**src/rtl/x74_pkg.sv**
```systemverilog
// -----------------------------------------------------------------------------
// x74_pkg
// Shared definitions for the clocked 74121/74123-style one-shot array.
//   MODE_NONRETRIG / MODE_RETRIG : per-channel mode encodings
//   DEF_CNT_W                    : default pulse-width counter width
//   width_slice()                : pulls one channel's width out of the packed
//                                  per-channel width bus
// -----------------------------------------------------------------------------
package x74_pkg;

  // Channel mode: non-retriggerable behaves like a 74121, retriggerable like
  // a 74123 (a new trigger restarts the timing interval).
  localparam logic MODE_NONRETRIG = 1'b0;
  localparam logic MODE_RETRIG    = 1'b1;

  // Default counter width; the longest pulse is 2^DEF_CNT_W-1 cycles.
  localparam int DEF_CNT_W = 16;

  // Bounds for the width-extraction helper. The top zero-extends its width
  // bus to WIDTH_BUS_W bits, so CH*CNT_W must not exceed this and CNT_W must
  // not exceed MAX_CNT_W.
  localparam int MAX_CNT_W   = 32;
  localparam int MAX_CH      = 64;
  localparam int WIDTH_BUS_W = MAX_CH * MAX_CNT_W;

  // Channel ch occupies bits [ch*cnt_w +: cnt_w] of the width bus. Shifting
  // the slice down to bit 0 keeps the select index a plain constant; the
  // caller truncates the result to its own counter width.
  function automatic logic [MAX_CNT_W-1:0] width_slice(
    input logic [WIDTH_BUS_W-1:0] bus,
    input int                     ch,
    input int                     cnt_w
  );
    return MAX_CNT_W'(bus >> (ch * cnt_w));
  endfunction

endpackage

```
**src/rtl/x74_mono_ch.sv**
```systemverilog
// -----------------------------------------------------------------------------
// x74_mono_ch
// One monostable channel: input synchroniser, 74-series trigger edge detect,
// pulse-width down-counter and registered q / q_n / done.
//
// Ports
//   clk    in  1      clock, rising edge
//   rst    in  1      synchronous active-high reset
//   a_n    in  1      trigger input A, active low
//   b      in  1      trigger input B, active high
//   clr_n  in  1      clear, active low (also gates the trigger term)
//   width  in  CNT_W  pulse width in cycles, sampled on the firing edge
//   q      out 1      pulse output, registered
//   q_n    out 1      complement of q, registered
//   done   out 1      one-cycle strobe when a pulse ends naturally
// -----------------------------------------------------------------------------
module x74_mono_ch
  import x74_pkg::*;
#(
  parameter int   CNT_W       = DEF_CNT_W,
  parameter logic RETRIG      = MODE_RETRIG,
  parameter int   SYNC_STAGES = 2
) (
  input  logic             clk,
  input  logic             rst,
  input  logic             a_n,
  input  logic             b,
  input  logic             clr_n,
  input  logic [CNT_W-1:0] width,
  output logic             q,
  output logic             q_n,
  output logic             done
);

  localparam logic [CNT_W-1:0] CNT_ZERO = {CNT_W{1'b0}};
  localparam logic [CNT_W-1:0] CNT_ONE  = CNT_W'(1);

  logic a_n_s;
  logic b_s;
  logic clr_n_s;
  logic sync_ok_s;   // high once the synchroniser holds post-reset samples

  generate
    if (SYNC_STAGES > 0) begin : g_sync
      // Each stage carries {valid, a_n, b, clr_n}. The valid bit is a 1
      // shifted in behind the reset zeros, so it reaches the last stage in
      // step with the first real input sample.
      logic [3:0] sync_r [SYNC_STAGES];

      // Synchroniser shift chain for the three trigger inputs plus valid.
      always_ff @(posedge clk) begin
        if (rst) begin
          for (int k = 0; k < SYNC_STAGES; k++) begin
            sync_r[k] <= 4'b0000;
          end
        end else begin
          sync_r[0] <= {1'b1, a_n, b, clr_n};
          for (int k = 1; k < SYNC_STAGES; k++) begin
            sync_r[k] <= sync_r[k-1];
          end
        end
      end

      assign {sync_ok_s, a_n_s, b_s, clr_n_s} = sync_r[SYNC_STAGES-1];
    end else begin : g_nosync
      assign a_n_s     = a_n;
      assign b_s       = b;
      assign clr_n_s   = clr_n;
      assign sync_ok_s = 1'b1;
    end
  endgenerate

  logic             t_s;      // 74-series trigger term
  logic             fire_s;   // rising edge of the trigger term
  logic             load_s;   // fire accepted: (re)start the pulse
  logic             t_d_r;    // previous-cycle trigger term
  logic [CNT_W-1:0] cnt_r;    // cycles of q remaining, including this one
  logic             q_r;
  logic             q_n_r;
  logic             done_r;

  assign t_s    = ~a_n_s & b_s & clr_n_s;
  assign fire_s = t_s & ~t_d_r;
  // A zero width never starts a pulse; a non-retriggerable channel ignores
  // triggers while its pulse is running.
  assign load_s = fire_s & (width != CNT_ZERO) & (~q_r | RETRIG);

  // Edge history, pulse counter and output registers.
  always_ff @(posedge clk) begin
    if (rst) begin
      // t_d starts at 1 so an input already active through reset is not
      // mistaken for a fresh edge.
      t_d_r  <= 1'b1;
      cnt_r  <= CNT_ZERO;
      q_r    <= 1'b0;
      q_n_r  <= 1'b1;
      done_r <= 1'b0;
    end else begin
      // Until the synchroniser has flushed its reset zeros, keep the history
      // at 1 so the first real sample cannot look like a rising edge.
      t_d_r <= sync_ok_s ? t_s : 1'b1;

      if (!clr_n_s) begin
        // Clear wins over both a new trigger and the countdown; no done.
        cnt_r  <= CNT_ZERO;
        q_r    <= 1'b0;
        q_n_r  <= 1'b1;
        done_r <= 1'b0;
      end else if (load_s) begin
        // Also covers a retrigger landing on the final cycle: the reload
        // keeps q high and suppresses done.
        cnt_r  <= width;
        q_r    <= 1'b1;
        q_n_r  <= 1'b0;
        done_r <= 1'b0;
      end else if (cnt_r > CNT_ONE) begin
        cnt_r  <= cnt_r - CNT_ONE;
        q_r    <= 1'b1;
        q_n_r  <= 1'b0;
        done_r <= 1'b0;
      end else if (cnt_r == CNT_ONE) begin
        // Natural end of pulse.
        cnt_r  <= CNT_ZERO;
        q_r    <= 1'b0;
        q_n_r  <= 1'b1;
        done_r <= 1'b1;
      end else begin
        cnt_r  <= CNT_ZERO;
        q_r    <= 1'b0;
        q_n_r  <= 1'b1;
        done_r <= 1'b0;
      end
    end
  end

  assign q    = q_r;
  assign q_n  = q_n_r;
  assign done = done_r;

endmodule

```
**src/rtl/x74123_mono_array.sv**
```systemverilog
// -----------------------------------------------------------------------------
// x74123_mono_array
// CH independent clocked monostables with 74-series trigger logic
// (A active low, B active high, active-low clear). Pulse width is given in
// clock cycles per channel; each channel is retriggerable (74123 style) or
// non-retriggerable (74121 style) according to its RETRIG bit.
//
// Parameters
//   CH           number of channels
//   CNT_W        counter width per channel (max pulse 2^CNT_W-1 cycles)
//   RETRIG       per-channel mode, 1 = retriggerable, 0 = non-retriggerable
//   SYNC_STAGES  synchroniser depth on a_n/b/clr_n, 0 = already synchronous
//
// Ports
//   clk    in  1         clock, rising edge
//   rst    in  1         synchronous active-high reset
//   a_n    in  CH        trigger A per channel, active low
//   b      in  CH        trigger B per channel, active high
//   clr_n  in  CH        clear per channel, active low
//   width  in  CH*CNT_W  pulse widths, channel i at [i*CNT_W +: CNT_W]
//   q      out CH        pulse outputs, registered
//   q_n    out CH        complements of q
//   done   out CH        one-cycle strobe at natural pulse end
// -----------------------------------------------------------------------------
module x74123_mono_array
  import x74_pkg::*;
#(
  parameter int          CH          = 2,
  parameter int          CNT_W       = DEF_CNT_W,
  parameter logic [CH-1:0] RETRIG    = {CH{1'b1}},
  parameter int          SYNC_STAGES = 2
) (
  input  logic                clk,
  input  logic                rst,
  input  logic [CH-1:0]       a_n,
  input  logic [CH-1:0]       b,
  input  logic [CH-1:0]       clr_n,
  input  logic [CH*CNT_W-1:0] width,
  output logic [CH-1:0]       q,
  output logic [CH-1:0]       q_n,
  output logic [CH-1:0]       done
);

  // Width bus widened to the helper's fixed size; upper bits are zero.
  logic [WIDTH_BUS_W-1:0] width_ext_s;
  assign width_ext_s = WIDTH_BUS_W'(width);

  generate
    for (genvar i = 0; i < CH; i++) begin : g_ch
      logic [CNT_W-1:0] ch_width_s;
      assign ch_width_s = CNT_W'(width_slice(width_ext_s, i, CNT_W));

      x74_mono_ch #(
        .CNT_W       (CNT_W),
        .RETRIG      (RETRIG[i]),
        .SYNC_STAGES (SYNC_STAGES)
      ) u_ch (
        .clk   (clk),
        .rst   (rst),
        .a_n   (a_n[i]),
        .b     (b[i]),
        .clr_n (clr_n[i]),
        .width (ch_width_s),
        .q     (q[i]),
        .q_n   (q_n[i]),
        .done  (done[i])
      );
    end
  endgenerate

endmodule
```
**config.mk**
```make
export PLATFORM = sky130hd
export DESIGN_NAME = x74123_mono_array
export DESIGN_NICKNAME = d
export VERILOG_FILES = /design/src/rtl/x74_pkg.sv /design/src/rtl/x74_mono_ch.sv /design/src/rtl/x74123_mono_array.sv
export SDC_FILE = /design/constraint.sdc
export NUM_CORES = 1
export LEC_CHECK = 0
export ABC_CLOCK_PERIOD_IN_PS = 4400
export BUFFER_PORTS_ARGS = -buffer_cell sky130_fd_sc_hd__clkbuf_2
export CORE_ASPECT_RATIO = 0.7
export CORE_UTILIZATION = 60
export DETAILED_ROUTE_END_ITERATION = 16
export GPL_TIMING_DRIVEN = 1
export PLACE_DENSITY_LB_ADDON = 0.1
export SLEW_MARGIN = 20
export SYNTH_ARGS = -nofsm -noshare
export SYNTH_HDL_FRONTEND = slang
export SYNTH_HIERARCHICAL = 1
export SYNTH_SLANG_ARGS = --single-unit
```
**constraint.sdc**
```tcl
create_clock -name clk -period 4.4 [get_ports clk]
set_input_delay 0.44 -clock clk [delete_from_list [all_inputs] [get_ports clk]]
set_output_delay 0.44 -clock clk [all_outputs]
set_load 0.01 [all_outputs]
```
== Word-level counts from Yosys, hierarchy flattened ==
Memory sizes are Yosys's and may differ from the RTL's.
Cells that the tools add are included.

* Word-level logic and storage cells: 67
* Output and inout port bits: 6
* Memories: 2
* RAM bits: 16
* Bits in registers: 40

{| class="wikitable"
|+ Memories
! name !! depth !! bits a word !! rd ports !! clocked after memory_dff !! write ports !! line !! RTL
|-
| g_ch[0].u_ch.g_sync.sync_r || 2 || 4 || 2 || 0 || 2 || x74_mono_ch.sv:48 || <nowiki>logic [3:0] sync_r [SYNC_STAGES];</nowiki>
|-
| g_ch[1].u_ch.g_sync.sync_r || 2 || 4 || 2 || 0 || 2 || x74_mono_ch.sv:48 ||
|}

* $lt $le $gt $ge: 2
* Multiplexer cells: 21
* $add $sub $neg: 2
* Bitwise operators: 20
* Eq/ne operators: 2
* Reduce and logical (&&, ||, !) cells: 8

{| class="wikitable"
|+ Operators by type and width
! operator !! number
|-
| $mux W16 || 4
|-
| $eq A16 B1 Y1 const B || 2
|-
| $gt A16 B1 Y1 const B || 2
|-
| $reduce_bool A16 Y1 || 2
|-
| $sub A16 B1 Y16 const B || 2
|-
| $mux W4 || 4
|-
| $mux W1 || 13
|-
| $and A1 B1 Y1 || 8
|-
| $not A1 Y1 || 8
|-
| $reduce_or A2 Y1 || 4
|-
| $reduce_or A4 Y1 || 2
|-
| $or A1 B1 Y1 || 4
|}

== Depth between registers and ports, before layout ==
Gate-level depths: netlist (run 1).
An unclocked memory read counts as a cell.

* Depth after elaboration: 7
* Mapped depth: 9

== Cells and area by module ==
The synthesis (run 1) kept the hierarchy.

{| class="wikitable"
|+ Modules (own cells, without submodules)
! module !! instances !! cells each !! area each (um^2)
|-
| x74_mono_ch (g_ch[1].u_ch) || 1 || 134 || 1333.8
|-
| x74_mono_ch (g_ch[0].u_ch) || 1 || 153 || 1320.0
|}

== Worst setup path after synthesis (run 1) ==
OpenSTA, ideal clock, no wires.

* Path type: input to register
* From: in width[3]
* To: reg g_ch[0].u_ch.cnt_r[4]
* Data required time: 4.330 ns
* Library setup time: 0.070 ns
* Arrival time: 1.580 ns
* Stages on the path: 6
* Path slack: 2.750 ns
* Path buffers: 1
* Path through: nor4_1 -> nand4_1 -> and2_1 -> buf_2 -> or3_1 -> a21oi_1

* Cells in the longest elaborated chain, start to end: 3

{| class="wikitable"
|+ RTL lines
! item !! line !! RTL
|-
| start: declaration || x74123_mono_array.sv:38 || <nowiki>input logic [CH*CNT_W-1:0] width,</nowiki>
|-
| $reduce_bool A16 Y1 || x74_mono_ch.sv:86 || <nowiki>assign load_s = fire_s & (width != CNT_ZERO) & (~q_r | RETRIG);</nowiki>
|-
| $and A1 B1 Y1 || x74_mono_ch.sv:86 ||
|-
| $mux W16 || x74_mono_ch.sv:109 || <nowiki>end else if (load_s) begin</nowiki>
|-
| end signal: assignment || x74_mono_ch.sv:112 || <nowiki>cnt_r <= width;</nowiki>
|-
| end signal: assignment || x74_mono_ch.sv:117 || <nowiki>cnt_r <= cnt_r - CNT_ONE;</nowiki>
|-
| end: declaration || x74_mono_ch.sv:77 || <nowiki>logic [CNT_W-1:0] cnt_r;</nowiki>
|}

No other way between the ends.
A chain may end at the register's enable or synchronous reset.

== Worst setup path after layout (run 1) ==
* From: reg g_ch[1].u_ch.cnt_r[0]
* To: reg g_ch[1].u_ch.cnt_r[3]

* Cells in the longest elaborated chain, start to end: 3

{| class="wikitable"
|+ RTL lines
! item !! line !! RTL
|-
| start: declaration || x74_mono_ch.sv:77 ||
|-
| start signal: assignment || x74_mono_ch.sv:112 ||
|-
| start signal: assignment || x74_mono_ch.sv:117 ||
|-
| $sub A16 B1 Y16 or $gt A16 B1 Y1 (tied branches) || x74_mono_ch.sv:117, x74_mono_ch.sv:116 ||
|-
| $mux W16 (*) || x74_mono_ch.sv:116 || <nowiki>end else if (cnt_r > CNT_ONE) begin</nowiki>
|-
| $mux W16 (*) || x74_mono_ch.sv:109 ||
|}

Every way passes the cells marked *; elsewhere a longest branch is shown, timed or not.

==> results.md, run 1 <==
* Worst Setup Path Type: reg -> reg
* Max Freq at approximately 460 MHz
* Compound-cell area share of the yosys netlist at 0.118
* Hold-fix buffers, CTS at 0
* Xor/xnor share of the synthesized area at 0.0858
* Worst slew pin tran at 0.868 ns
* CTS H-tree lvls at 2
* Post-synthesis simple-gate area fraction at 0.314
* Critical-path top delay cell: a2bb2oi_2
* PortBufs at 45
* Critical path data arrival time at between 2 and 2.5 ns
* Total wire length at around 5700 um
* Main synth FF type: dfxtp_1
* DRC Markers at 0
* Wire per inst at 15.0 um
* Post-route ant nets at 0
* CP top delay family: compound AO/OA/AOI/OAI gates
* Vias per Instance at around 6
* Post-DP HPWL at slightly above 4000 um
* Peak VDD IR at 0.262 mV
* GRT Overall Usage at 0.268
* Multi-input logic area at 1420 sq um
* Post-CTS Repair Setup Buffers at 0
* Worst Hold Class: in -> reg
* Syn_nets at 331
* CP Data Required Time at about 4.6 ns
* Run status: finished, final reports clean
* CTS tree: done
* Nets at 373
* Crit-path max cell delay at slightly below 0.7 ns
* CTS sink count at 56
* Sw Share at 0.267
* M1 WL at between 3000 and 4000 um
* Clock root buffer: clkbuf_8
* Worst relative slew slack at 0.421
* Synth-to-Final Area Change at 11.5%
* Clk buf depth at 2
* Sequential cell area fraction in the yosys report at 0.422
* CP Capture Type: flop
* Setup TNS at 0 ns
* GPL Wtd Cong at between 0.9 and 1
* Highest metal used: met4
* Post-synthesis mux area share at 0
* Synth Warn # at 6
* Chip height at between 50 and 60 um
* Layout Utilization at 0.728
* Drt first pass iters at 4
* RSZ-0062 raised after global routing: no
* Cell Chain, Critical Path: inv_1, ha_1, o21bai_1, a2bb2oi_2, o21ai_0, a21oi_1
* CP max FO at 16
* Clk_lat worst skew at just over 0.3 ns
* Initial DRC count at around 190
* Buf+Inv Stages, Crit Path at 1
* Largest net degree at the start of global routing at 19
* Final hold viol count at 0
* WL met3 at about 380 um
* Crit path depth at 6
* Startpoint Class: flop
* #FFs+latches synth at between 50 and 60
* Row count at 19
* WL met2 at 2280 um
* R2R cell count at 6
* Clock Skews at a little under 0.007 ns
* First-pass GRT wire length at roughly 9300 um
* Share of post-route cells with drive strength above 1 at 0.233
* Logic pwr share at 0.162
* Ys async rst share at 0
* DIE AREA at 4700 sq um
* I/O pin count at 46
* Seq pwr share at 0.546
* FILL cells at 330
* Antenna Cells at 0
* Initial antenna violation count at 0
* Post-synth EDFFs at 0
* Global route total overflow at 0
* Vias at 2228
* Synth Area in Adders at 0.0189
* Largest family of logic cells by synthesized area: simple AND/OR/NAND/NOR gates
* Net Switching at around 260 uW
* CTS Buf Count at 5
* Power density cells at 325 nW/um^2
* Mapped Cells at between 200 and 300
* Max Slew Vio Count at 0
* Clk slew on worst S/H paths at 0.10 ns
* Clk pwr share at 0.292
* Max-Cap Viols at 0
* Hold Path Stages at 2
* Min Tclk post-route at 2.19 ns
* Sequential cell area at approximately 1100 sq um
* Area of the core at 4070 sq um
* Final setup violation count at 0
* Syn_area_per_cell at just over 9 sq um
* Vias in the first global route at 1972
* Die X at 81.5 um
* Hold WS at ~0.34 ns
* P_int at roughly 700 uW
* Synth unique cells at 42
* Period utilization at 0.497
* Post-CTS sizing at 0
* Post-synthesis cell area at 2650 sq um
* Pleak at 0.00116 uW
* Initial Utilization at 0.653
per-stage QoR:
step	power (uW)	cell area, sq um	setup slack, ns	instances
after floorplan	652	2650	2.75	287
after global placement	688	2870	2.10	374
after detailed placement	690	2870	2.03	374
after CTS	966	2960	2.22	382
after global routing	1000	2960	2.05	382
final	961	2960	2.21	382
sequential cells by signal, summed over array words and instances (netlist names):
| name | flops |
|---|---|
| g_ch.u_ch/cnt_r | 32 |
| g_ch.u_ch/t_d_r | 2 |
| g_ch.u_ch/q | 2 |
| g_ch.u_ch/done | 2 |
| g_ch.u_ch/q_n | 2 |
| g_ch.u_ch/g_sync.sync_r | 16 |
cell usage in the layout, fill, tap and decap left out, types with 2 or more instances in the layout:
cell type / n
nand3b_1: 3
ha_1: 4
inv_1: 9
nor2_1: 26
a21oi_1: 16
a22oi_2: 10
or3_1: 2
nor2b_1: 17
a22oi_1: 5
clkbuf_8: 5
nand2_1: 24
nor4_4: 4
nor4_1: 9
clkbuf_2: 45
and2_1: 2
xor2_1: 6
nor3_1: 11
nand4b_1: 2
nand3_1: 21
xnor2_1: 20
nand4_1: 12
dfxtp_1: 56
cells in the mapped netlist, types with 2 or more instances:
library cell / n / area share
clkbuf_1: 3 / 0.0042
nor4_1: 9 / 0.021
dfxtp_1: 56 / 0.42
xnor2_1: 20 / 0.066
nand3b_1: 3 / 0.0085
or3_1: 2 / 0.0047
ha_1: 4 / 0.019
buf_2: 3 / 0.0057
nand3_1: 21 / 0.040
nor2b_1: 17 / 0.040
nor2_1: 26 / 0.037
nor3_1: 11 / 0.021
nand2_1: 24 / 0.034
a22oi_1: 5 / 0.014
xor2_1: 6 / 0.020
nand4_1: 12 / 0.028
nor4_4: 4 / 0.032
a22oi_2: 10 / 0.047
a21oi_1: 16 / 0.030
nand4b_1: 2 / 0.0066
buf_6: 3 / 0.013
and2_1: 2 / 0.0047
inv_1: 9 / 0.013
final timing paths:
check	start	to	slack, ns
min reg2reg	g_ch[1].u_ch/g_sync.sync_r[0][7]	g_ch[1].u_ch/t_d_r	0.40
max reg2reg	g_ch[1].u_ch/cnt_r[0]	g_ch[1].u_ch/cnt_r[3]	2.21
min	b[1]	g_ch[1].u_ch/g_sync.sync_r[0][1]	0.34
max	g_ch[1].u_ch/cnt_r[0]	g_ch[1].u_ch/cnt_r[3]	2.21
power by group through the flow:
stage / sequential [uW] / combinational [uW] / clock, uW
2_1_floorplan: 535 / 117 / 0
3_3_place_gp: 536 / 152 / 0
3_5_place_dp: 536 / 154 / 0
4_1_cts: 525 / 155 / 286
5_1_grt: 526 / 172 / 307
6_report: 525 / 156 / 280
kinds of logic after synthesis:
family / after synthesis
simple gates: 143
compound gates: 39
buf+inv: 19
fa+ha+maj: 4
xor+xnor: 26
flops: 56
layout make-up:
cell class	instances	area share
clock inverters	2	0.00550
inverters	9	0.0114
repair buffers	45	0.0761
multi-input cells	212	0.481
flip-flops and latches	56	0.379
clock buffers	6	0.0245
well taps	52	0.0220
layer usage:
metal,track usage,up-vias
met4,0.0740,0
li1,-,1099
met1,0.425,1030
met2,0.360,92
met3,0.0567,7
met5,0,-
worst reg2reg max path: cells and delay by family, from the launching register on:
kind	cells	cell delay (ns)
DFF	1	0.45
AOI/OAI and AO/OA	4	1.28
buffers and inverters	1	0.12
adders and majority gates	1	0.26
Note: power is estimated with default switching activity, not from simulation.
==> run 2, diff against run 1 <==
Settings changed: ABC_CLOCK_PERIOD_IN_PS 4400 to 2100, CORE_UTILIZATION 60 to 55.
Clock period 4.4 ns to 2.1 ns, I/O delays scaled along.
==> run 2 against run 1 <==
Compared with the run above:
- critical path type unchanged
- highest routed layer unchanged
- fmax grew 16%
- register-to-register slack lost 2.0 ns
- first-iteration DRC count decreased by 24%
==> results.md, run 2 (synthesis gave the netlist of run 1 again) <==
* R2R Setup Slk at 0.21 ns (was 2.21 ns)
* CTS Buf Count at 5 (unchanged)
* Vias in the first global route at 1919 (was 1972)
* Critical-path top delay cell: dfxtp_1 (was a2bb2oi_2)
* Wire per inst at 14.1 um (was 15.0 um)
* PortBufs at 45 (unchanged)
* DRC Markers at 0 (unchanged)
* CP Data Required Time at 2.32 ns (was 4.64 ns)
* Critical R2R Capture: g_ch[0].u_ch/q (was g_ch[1].u_ch/cnt_r[3])
* Max Slew Vio Count at 0 (unchanged)
* Final setup violation count at 0 (unchanged)
* Area of the core at 4480 sq um (was 4070 sq um)
* Clk slew on worst S/H paths at 0.10 ns (about the same)
* Pleak at 0.00120 uW (was 0.00116 uW)
* Buf+Inv Stages, Crit Path at 2 (was 1)
* Most frequent cells in the layout: 56 x dfxtp_1, 45 x clkbuf_2, 26 x nor2_1 (unchanged)
* GRT Overall Usage at 0.235 (was 0.268)
* Clock root buffer: clkbuf_8 (unchanged)
* CTS H-tree lvls at 2 (unchanged)
* Worst Setup Path Type: reg -> reg (unchanged)
* Post-CTS Repair Setup Buffers at 0 (unchanged)
* Min Tclk post-route at 1.89 ns (was 2.19 ns)
* Power density cells at 673 nW/um^2 (was 325 nW/um^2)
* Largest net degree at the start of global routing at 19 (unchanged)
* Vias at 2197 (was 2228)
* Hold WS at 0.0925 ns (was 0.337 ns)
* Post-DP HPWL at 4120 um (about the same)
* Hold Path Origin: a_n[0] (was b[1])
* Clk buf depth at 2 (unchanged)
* R2R cell count at 7 (was 6)
* CP top delay family: simple AND/OR/NAND/NOR gates (was compound AO/OA/AOI/OAI gates)
* Die X at 85.0 um (was 81.5 um)
* Total wire length at 5510 um (was 5730 um)
* Biggest regs: g_ch.u_ch/cnt_r x32, g_ch.u_ch/g_sync.sync_r x16 (unchanged)
* Largest register FFs at 32 (unchanged)
* Peak VDD IR at 0.413 mV (was 0.262 mV)
* Hold-fix buffers, CTS at 0 (unchanged)
* Max-Cap Viols at 0 (unchanged)
* Row count at 20 (was 19)
* Final Cell Area at 3020 sq um (was 2960 sq um)
* Crit-path max cell delay at 0.37 ns (was 0.68 ns)
* Largest register by flop count: g_ch.u_ch/cnt_r (unchanged)
* First-pass GRT wire length at 9040 um (was 9340 um)
* Max Freq at 529 MHz (was 458 MHz)
* CTS sink count at 56 (unchanged)
* Crit Reg-Reg Startpoint: g_ch[0].u_ch/cnt_r[0] (was g_ch[1].u_ch/cnt_r[0])
* Run status: finished, final reports clean (unchanged)
* Crit path depth at 7 (was 6)
* Share of post-route cells with drive strength above 1 at 0.252 (was 0.233)
* Setup TNS at 0 ns (unchanged)
* Initial DRC count at 142 (was 186)
* Worst slew pin tran at 0.867 ns (was 0.868 ns)
* CP Capture Type: flop (unchanged)
* Initial antenna violation count at 0 (unchanged)
* Hold EP: g_ch[0].u_ch/g_sync.sync_r[0][2] (was g_ch[1].u_ch/g_sync.sync_r[0][1])
* Vias per Instance at 5.60 (was 5.83)
* DIE AREA at 5110 sq um (was 4700 sq um)
* Sequential cell area at 1120 sq um (unchanged)
* Startpoint Class: flop (unchanged)
* Cell Chain, Critical Path: inv_1, ha_1, nor2_1, nor3_1, nand2_4, o21ai_1, inv_1 (was inv_1, ha_1, o21bai_1, a2bb2oi_2, o21ai_0, a21oi_1)
* Clock Skews at 0.00752 ns (was 0.00689 ns)
* GPL Wtd Cong at 0.841 (was 0.911)
* Placed Area at 2930 sq um (was 2870 sq um)
* FILL cells at 379 (was 330)
* Nets at 380 (was 373)
* I/O pin count at 46 (unchanged)
* Global route total overflow at 0 (unchanged)
* Commonest non-fill, non-tap cell in the layout: dfxtp_1 (unchanged)
* Multi-input logic area at 1420 sq um (unchanged)
* Period utilization at 0.899 (was 0.497)
* RSZ-0062 raised after global routing: no (unchanged)
* Worst Hold Class: in -> reg (unchanged)
* Hold Path Stages at 2 (unchanged)
* Chip height at 60.1 um (was 57.6 um)
* Final hold viol count at 0 (unchanged)
* Critical path data arrival time at 2.10 ns (was 2.42 ns)
* Initial Utilization at 0.592 (was 0.653)
* Post-CTS sizing at 0 (unchanged)
* Antenna Cells at 0 (unchanged)
* CP max FO at 15 (was 16)
* Post-route ant nets at 0 (unchanged)
* Worst relative slew slack at 0.422 (was 0.421)
* CTS tree: done (unchanged)
* Drt first pass iters at 4 (unchanged)
* Clk_lat worst skew at 0.31 ns (about the same)
* Synth-to-Final Area Change at 13.6% (was 11.5%)
* Crit-path most repeated cell: inv_1
run 2: through the flow:
step                setup WS, ns  total power, uW  utilization  instances
global placement           0.219             1450        0.653        384
finish                     0.211             2030        0.673        392
detailed placement         0.208             1460        0.653        384
global route              0.0280             2130        0.673        392
floorplan                  0.455             1370            -        287
CTS                        0.229             2050        0.673        392
run 2: cell type report:
type | instances | area share
multi-input combinational | 212 | 0.472
sequential | 56 | 0.372
timing repair buffer | 52 | 0.0921
clock buffer | 5 | 0.0228
tap | 55 | 0.0228
inverter | 9 | 0.0112
clock inverter | 3 | 0.00705
run 2: worst max-delay path by stage:
stage                                from                      to  slack, ns
finish              g_ch[0].u_ch/cnt_r[0]          g_ch[0].u_ch/q       0.21
floorplan           g_ch[0].u_ch/cnt_r[0]  g_ch[0].u_ch/cnt_r[10]       0.46
detailed placement              width[16]   g_ch[1].u_ch/cnt_r[2]       0.21
global placement                width[16]   g_ch[1].u_ch/cnt_r[1]       0.22
CTS                 g_ch[0].u_ch/cnt_r[0]          g_ch[0].u_ch/q       0.23
global route        g_ch[0].u_ch/cnt_r[1]          g_ch[0].u_ch/q       0.03
run 2: routing by layer:
layer	up-vias	part of all wire	global-route usage	routed length [um]
met5	-	0	0	0
met4	0	0.012	0.0896	67
met3	7	0.073	0.0594	401
met2	74	0.38	0.326	2110
met1	1007	0.53	0.347	2940
li1	1109	-	-	-
run 2: power breakdown:
part	total (uW)	internal, uW	leakage, uW	switching [uW]
registers	1100	1090	0.000455	13.5
logic	335	163	0.000699	172
clock network	596	237	0.0000445	358
total	2030	1490	0.00120	544
